File: src/rtl/dft_sched.sv
`default_nettype none
// dft_sched: paces ADC samples through the sliding-DFT core and writes one
// saturated magnitude per sample into a double-banked frequency BRAM.
module dft_sched #(
  parameter int SAMPLE_WIDTH = 12,
  parameter int DATA_W       = 8,
  parameter int SAMPLE_LSB   = 1,
  parameter int LIMIT_BINS   = 320,
  parameter int ADDR_W       = 9,
  parameter int ACK_TIMEOUT  = 15
) (
  input  logic                    clk,
  input  logic                    resetn,
  input  logic [SAMPLE_WIDTH-1:0] adc_data,
  input  logic                    adc_valid,
  input  logic                    frame_tick,
  input  logic                    dft_ready,
  input  logic [2*DATA_W-1:0]     dft_bin_out,
  output logic                    dft_start,
  output logic [DATA_W-1:0]       dft_sample,
  output logic                    dft_read,
  output logic [ADDR_W-1:0]       bin_addr,
  output logic                    bram_w_en,
  output logic [ADDR_W:0]         bram_w_addr,
  output logic [DATA_W-1:0]       bram_w_data,
  output logic                    rd_bank,
  output logic                    overrun,
  output logic                    fault
);

  localparam int CNT_W = $clog2(ACK_TIMEOUT + 1);
  localparam logic [ADDR_W-1:0] LAST_BIN = ADDR_W'(LIMIT_BINS - 1);

  typedef enum logic [2:0] {S_IDLE, S_ACK, S_PROC, S_CAP, S_WR} state_t;

  state_t              state_q, state_d;
  logic [DATA_W-1:0]   sample_q, sample_d;
  logic                pending_q, pending_d;
  logic                overrun_q, overrun_d;
  logic                fault_q, fault_d;
  logic                swap_q, swap_d;
  logic                bank_q, bank_d;
  logic [CNT_W-1:0]    cnt_q, cnt_d;
  logic [CNT_W-1:0]    cnt_inc;
  logic                start_q, start_d;
  logic                read_q, read_d;
  logic                wen_q, wen_d;
  logic [ADDR_W-1:0]   bin_q, bin_d;
  logic [ADDR_W:0]     waddr_q, waddr_d;
  logic [DATA_W-1:0]   wdata_q, wdata_d;
  logic [DATA_W-1:0]   dsample_q, dsample_d;
  logic                consume;

  always_ff @(posedge clk or negedge resetn) begin
    if (!resetn) begin
      state_q   <= S_IDLE;
      sample_q  <= '0;
      pending_q <= 1'b0;
      overrun_q <= 1'b0;
      fault_q   <= 1'b0;
      swap_q    <= 1'b0;
      bank_q    <= 1'b0;
      cnt_q     <= '0;
      start_q   <= 1'b0;
      read_q    <= 1'b0;
      wen_q     <= 1'b0;
      bin_q     <= '0;
      waddr_q   <= '0;
      wdata_q   <= '0;
      dsample_q <= '0;
    end else begin
      state_q   <= state_d;
      sample_q  <= sample_d;
      pending_q <= pending_d;
      overrun_q <= overrun_d;
      fault_q   <= fault_d;
      swap_q    <= swap_d;
      bank_q    <= bank_d;
      cnt_q     <= cnt_d;
      start_q   <= start_d;
      read_q    <= read_d;
      wen_q     <= wen_d;
      bin_q     <= bin_d;
      waddr_q   <= waddr_d;
      wdata_q   <= wdata_d;
      dsample_q <= dsample_d;
    end
  end

  always_comb begin
    state_d   = state_q;
    sample_d  = sample_q;
    pending_d = pending_q;
    overrun_d = overrun_q;
    fault_d   = fault_q;
    swap_d    = swap_q | frame_tick;
    bank_d    = bank_q;
    cnt_d     = cnt_q;
    start_d   = start_q;
    read_d    = read_q;
    wen_d     = wen_q;
    bin_d     = bin_q;
    waddr_d   = waddr_q;
    wdata_d   = wdata_q;
    dsample_d = dsample_q;
    cnt_inc   = cnt_q + CNT_W'(1);
    consume   = (state_q == S_IDLE) && pending_q && dft_ready;

    // A sample arriving in the consume cycle refills the latch without loss.
    if (adc_valid) begin
      sample_d  = adc_data[SAMPLE_LSB +: DATA_W];
      pending_d = 1'b1;
      if (pending_q && !consume) overrun_d = 1'b1;
    end else if (consume) begin
      pending_d = 1'b0;
    end

    case (state_q)
      S_IDLE: begin
        if (consume) begin
          dsample_d = sample_q;
          start_d   = 1'b1;
          cnt_d     = '0;
          state_d   = S_ACK;
        end
      end
      S_ACK: begin
        if (!dft_ready) begin
          start_d = 1'b0;
          state_d = S_PROC;
        end else begin
          cnt_d = cnt_inc;
          if (cnt_inc == CNT_W'(ACK_TIMEOUT)) begin
            start_d = 1'b0;
            fault_d = 1'b1;
            state_d = S_IDLE;
          end
        end
      end
      S_PROC: begin
        if (dft_ready) begin
          read_d  = 1'b1;
          state_d = S_CAP;
        end
      end
      S_CAP: begin
        read_d  = 1'b0;
        wdata_d = (|dft_bin_out[2*DATA_W-1:DATA_W]) ? '1 : dft_bin_out[DATA_W-1:0];
        waddr_d = {bank_q, bin_q};
        wen_d   = 1'b1;
        state_d = S_WR;
      end
      S_WR: begin
        wen_d = 1'b0;
        // Banks only swap at the end of a full sweep so a line never mixes sweeps.
        if (bin_q == LAST_BIN) begin
          bin_d = '0;
          if (swap_q || frame_tick) begin
            bank_d = ~bank_q;
            swap_d = 1'b0;
          end
        end else begin
          bin_d = bin_q + ADDR_W'(1);
        end
        state_d = S_IDLE;
      end
      default: state_d = S_IDLE;
    endcase
  end

  assign dft_start   = start_q;
  assign dft_sample  = dsample_q;
  assign dft_read    = read_q;
  assign bin_addr    = bin_q;
  assign bram_w_en   = wen_q;
  assign bram_w_addr = waddr_q;
  assign bram_w_data = wdata_q;
  assign rd_bank     = ~bank_q;
  assign overrun     = overrun_q;
  assign fault       = fault_q;

endmodule
`default_nettype wire

File: config.mk
export PLATFORM = sky130hd
export DESIGN_NAME = dft_sched
export DESIGN_NICKNAME = d
export VERILOG_FILES = /design/src/rtl/dft_sched.sv
export SDC_FILE = /design/constraint.sdc
export NUM_CORES = 1
export LEC_CHECK = 0
export ABC_AREA = 1
export CAP_MARGIN = 20
export CORE_ASPECT_RATIO = 1.1
export CORE_MARGIN = 5
export CORE_UTILIZATION = 45
export DETAILED_ROUTE_END_ITERATION = 8
export GPL_TIMING_DRIVEN = 0
export PLACE_DENSITY = 0.76
export SYNTH_ARGS = -nofsm -noshare
export SYNTH_HDL_FRONTEND = slang
export SYNTH_SLANG_ARGS = --single-unit
File: constraint.sdc
create_clock -name clk -period 2.1 [get_ports clk]
set_input_delay 0.315 -clock clk [delete_from_list [all_inputs] [get_ports clk]]
set_output_delay 0.315 -clock clk [all_outputs]
set_load 0.03 [all_outputs]
==> impl_results.html <==
<table>
<tr><th>Metric</th><th>Value</th></tr>
<tr><th colspan="2">Worst setup path</th></tr>
<tr><td>Critical Path Slowest Stage Cell</td><td>sky130_fd_sc_hd__clkdlybuf4s50_1</td></tr>
<tr><td>Crit path max-delay family</td><td>buffers and inverters</td></tr>
<tr><td>Critical-path cell list</td><td>clkdlybuf4s50_1</td></tr>
<tr><td>Flop2flop setup slack</td><td>0.73 ns</td></tr>
<tr><td>Data required time at the worst endpoint</td><td>around 1.8 ns</td></tr>
<tr><td>Setup crit start kind</td><td>flop</td></tr>
<tr><td>Max incr delay on CP</td><td>just over 0.7 ns</td></tr>
<tr><td>Kind of end point of the critical path</td><td>output pin</td></tr>
<tr><td>Buf+Inv Stages, Crit Path</td><td>1</td></tr>
<tr><td>Endpoint arrival time on the critical path</td><td>around 1.5 ns</td></tr>
<tr><td>Largest fanout of any net on the critical path</td><td>6</td></tr>
<tr><td>Worst setup path class</td><td>reg2out</td></tr>
<tr><th colspan="2">Power and ir drop</th></tr>
<tr><td>Total power density per cell area</td><td>around 1100 nW/um^2</td></tr>
<tr><td>Post-layout power</td><td>3.83 mW</td></tr>
<tr><td>Max IR drop VDD</td><td>roughly 0.64 mV</td></tr>
<tr><td>LEAKAGE</td><td>~1.7 nW</td></tr>
<tr><th colspan="2">Clock network</th></tr>
<tr><td>Number of buffers between clock root and the deepest sink</td><td>2</td></tr>
<tr><td>Master cell of the clock root buffer</td><td>sky130_fd_sc_hd__clkbuf_8</td></tr>
<tr><td>Clk sinks</td><td>slightly below 60</td></tr>
<tr><td>Clock H-tree levels</td><td>3</td></tr>
<tr><td>Clock insertion delay at the later pin of the skew report</td><td>between 0.3 and 0.4 ns</td></tr>
<tr><td>Clock slew at the register clock pins of the worst setup and hold paths</td><td>0.06 ns</td></tr>
<tr><td>Number of buffers created by CTS</td><td>9</td></tr>
<tr><td>Gates resized, CTS repair</td><td>0</td></tr>
<tr><td>TritonCTS clock tree</td><td>done</td></tr>
<tr><th colspan="2">Final layout</th></tr>
<tr><td>Commonest non-fill, non-tap cells in the layout</td><td>sky130_fd_sc_hd__nand2_1, sky130_fd_sc_hd__clkdlybuf4s50_1, sky130_fd_sc_hd__dfrtp_1</td></tr>
<tr><td>Layout net count</td><td>405</td></tr>
<tr><td>Leading cell type in the layout, fill and taps excluded</td><td>sky130_fd_sc_hd__nand2_1</td></tr>
<tr><td>Share of cells above drive strength 1</td><td>0.118</td></tr>
<tr><td>Footprint of the multi-input gates</td><td>around 980 um^2</td></tr>
<tr><td>Total area of sequential cells</td><td>between 1000 and 1500 um^2</td></tr>
<tr><td>Number of inserted filler cells in the final layout</td><td>just under 500</td></tr>
<tr><td>Post-synthesis to final-layout area growth</td><td>38.1%</td></tr>
<tr><td>Number of antenna repair diodes</td><td>0</td></tr>
<tr><th colspan="2">Global route</th></tr>
<tr><td>First-pass GRT wire length</td><td>approximately 9600 um</td></tr>
<tr><td>Pin count of the biggest net entering global routing</td><td>42</td></tr>
<tr><td>Initial antenna violation count</td><td>0</td></tr>
<tr><td>Vias in the first global route</td><td>between 2000 and 2500</td></tr>
<tr><td>Global-route usage over all layers</td><td>0.169</td></tr>
<tr><td>Residual overflow from global routing</td><td>0</td></tr>
<tr><th colspan="2">STA</th></tr>
<tr><td>Final critical-path share of the clock period</td><td>0.868</td></tr>
<tr><td>Minimum clock period after layout</td><td>between 1.5 and 2 ns</td></tr>
<tr><td>Smallest setup slack after layout</td><td>roughly 0.28 ns</td></tr>
<tr><td>Number of hold violations in the final report</td><td>0</td></tr>
<tr><td>Least-Margin Pin Slew</td><td>0.519 ns</td></tr>
<tr><td>Final Max Tran Viols</td><td>0</td></tr>
<tr><td>Setup violation total in the final timing report</td><td>0</td></tr>
<tr><td>Clock skew after layout</td><td>between 0.004 and 0.005 ns</td></tr>
<tr><td>Max Clk Rate</td><td>roughly 550 MHz</td></tr>
<tr><td>Setup repair after global routing missed its margin</td><td>no</td></tr>
<tr><td>Remaining max-slew budget at the tightest pin</td><td>0.653</td></tr>
<tr><th colspan="2">Routing</th></tr>
<tr><td>Wire length reported by the detailed router</td><td>roughly 5600 um</td></tr>
<tr><td>Number of DRC markers after the initial detailed-route iteration</td><td>89</td></tr>
<tr><td>Remaining routing DRC violations</td><td>0</td></tr>
<tr><td>Routed Antenna Nets</td><td>0</td></tr>
<tr><td>Pre-antenna DRT Iters</td><td>5</td></tr>
<tr><td>Via Count</td><td>roughly 2100</td></tr>
<tr><td>Routed len/inst</td><td>~13 um</td></tr>
<tr><td>Average via count per standard cell</td><td>between 4 and 5</td></tr>
<tr><th colspan="2">Floorplan</th></tr>
<tr><td>Die height</td><td>~90 um</td></tr>
<tr><td>Die W</td><td>roughly 83 um</td></tr>
<tr><td># IOs</td><td>74</td></tr>
<tr><td>Initial standard-cell utilization of the core</td><td>0.459</td></tr>
<tr><td>Die Footprint</td><td>between 7000 and 8000 um^2</td></tr>
<tr><td>FP Rows</td><td>29</td></tr>
<tr><td>Core Region</td><td>between 5000 and 6000 um^2</td></tr>
<tr><th colspan="2">Placement</th></tr>
<tr><td>Worst-case setup slack after placement</td><td>approximately 0.45 ns</td></tr>
<tr><td>Number of buffers added on ports</td><td>around 70</td></tr>
<tr><td>Routability Congestion</td><td>around 0.85</td></tr>
<tr><td>Post-DP HPWL</td><td>approximately 4200 um</td></tr>
<tr><th colspan="2">Synth</th></tr>
<tr><td>Share of the synthesized area in the top cell type</td><td>0.556</td></tr>
<tr><td>Number of warnings issued by yosys</td><td>0</td></tr>
<tr><td>Synth Instances</td><td>approximately 290</td></tr>
<tr><td>Sequential-to-total area share from yosys stat</td><td>0.556</td></tr>
<tr><td>Netlist area before placement</td><td>between 2000 and 3000 um^2</td></tr>
<tr><td>Ranking of synthesized cells by area</td><td>sky130_fd_sc_hd__dfrtp_1, sky130_fd_sc_hd__nand2_1, sky130_fd_sc_hd__inv_1</td></tr>
<tr><td>Cell type contributing the most total cell area after synthesis</td><td>sky130_fd_sc_hd__dfrtp_1</td></tr>
<tr><td>Mean cell area of the mapped netlist</td><td>9.10 um^2</td></tr>
<tr><td>Post-synthesis sequential element count</td><td>58</td></tr>
<tr><td>Number of distinct library cells after synthesis</td><td>31</td></tr>
<tr><td>Post-Synthesis Net Count</td><td>approximately 320</td></tr>
<tr><th colspan="2">Outcome</th></tr>
<tr><td>Outcome</td><td>finished clean</td></tr>
<tr><th colspan="2">Hold path</th></tr>
<tr><td>Type of the worst min-delay path</td><td>in2async</td></tr>
<tr><th colspan="2">Job</th></tr>
<tr><td>Count of max-cap constraint violations</td><td>0</td></tr>
</table>
-- layout make-up --
type / count / share of cell area
repair buffers: 71 / 0.198
well taps: 77 / 0.0267
clock buffers: 14 / 0.0479
multi-input cells: 187 / 0.271
inverters: 37 / 0.0399
flip-flops and latches: 58 / 0.402
plain buffers: 5 / 0.0114
clock inverters: 2 / 0.00277
-- kinds of logic (layout without fill, tap and decap cells) --
kind of cell             Yosys count  in the layout  synth area share
flip-flops                        58             58             0.556
AO/OA/AOI/OAI                     45             45             0.102
AND/OR/NAND/NOR                  136            136             0.247
XOR/XNOR                           3              3            0.0101
adder cells (fa/ha/maj)            3              3            0.0144
buffers and inverters             42            129            0.0709
-- metal layers --
| metal | track usage | up-vias | share of wire |
|---|---|---|---|
| met4 | 0.0804 | 0 | 0.026 |
| met2 | 0.243 | 56 | 0.47 |
| met1 | 0.217 | 1003 | 0.42 |
| met5 | 0 | - | 0 |
| li1 | - | 1069 | - |
| met3 | 0.0730 | 11 | 0.086 |
-- Yosys cell counts, drive strengths merged --
master and number:
nand2 83, xnor2 1, dfrtp 58, nand4 7, a21oi 10, xor2 2, ha 3, nor2 35
o31ai 1, nor3 4, clkbuf 1, o21ai 31, or2 1, inv 37, o21bai 2, buf 4
o2111ai 1, nand3 6
-- report_power, final --
| part | switching, mW | internal [mW] |
|---|---|---|
| combinational | 0.841 | 0.537 |
| clock | 0.411 | 0.522 |
| sequential | 0.185 | 1.33 |
-- metrics by stage --
step                      hold slack, ns  cell area, um^2   util  instances  TNS, ns
final                              0.458             3610  0.633        451        0
after global routing               0.495             3610  0.633        451        0
after CTS                          0.455             3610  0.633        451        0
after detailed placement           0.280             3410  0.599        434        0
after global placement             0.456             3400  0.597        433   -61.12
after floorplan                   0.0194             2610      -        287        0
-- sequential cells by signal, summed over array words and instances, names as in the netlist, 3 cells and up --
name,flops
bram_w_data,8
bram_w_addr,10
bin_addr,9
state_q,3
dft_sample,8
sample_q,8
cnt_q,4
-- worst register-to-register path, stage by stage, from the launching register on --
cell and delay (ns):
sky130_fd_sc_hd__dfrtp_1 0.48, sky130_fd_sc_hd__nor2_2 0.21, sky130_fd_sc_hd__nand4_4 0.19, sky130_fd_sc_hd__buf_4 0.25
sky130_fd_sc_hd__nand2_1 0.09, sky130_fd_sc_hd__o21ai_2 0.05
-- final timing paths --
check / start / end / cells after the start
setup / recovery: bin_addr[4]$_DFFE_PN0P_ / bin_addr[4] / 1
hold / removal: resetn / bram_w_data[7]$_DFFE_PN0P_ / 2
setup reg to reg: state_q[2]$_DFFE_PN0P_ / dft_sample[7]$_DFFE_PN0P_ / 5
hold reg to reg: bram_w_addr[4]$_DFFE_PN0P_ / bram_w_addr[4]$_DFFE_PN0P_ / 2
max in group asynchronous: resetn / sample_q[1]$_DFFE_PN0P_ / 3
min in group clk: bram_w_addr[4]$_DFFE_PN0P_ / bram_w_addr[4]$_DFFE_PN0P_ / 2
-- what timing repair did --
item,in CTS,in global routing
hold endpoints to repair,17,0
hold buffers,1,0
setup buffers,0,0
No activity file was read; power rests on OpenSTA's default activity.
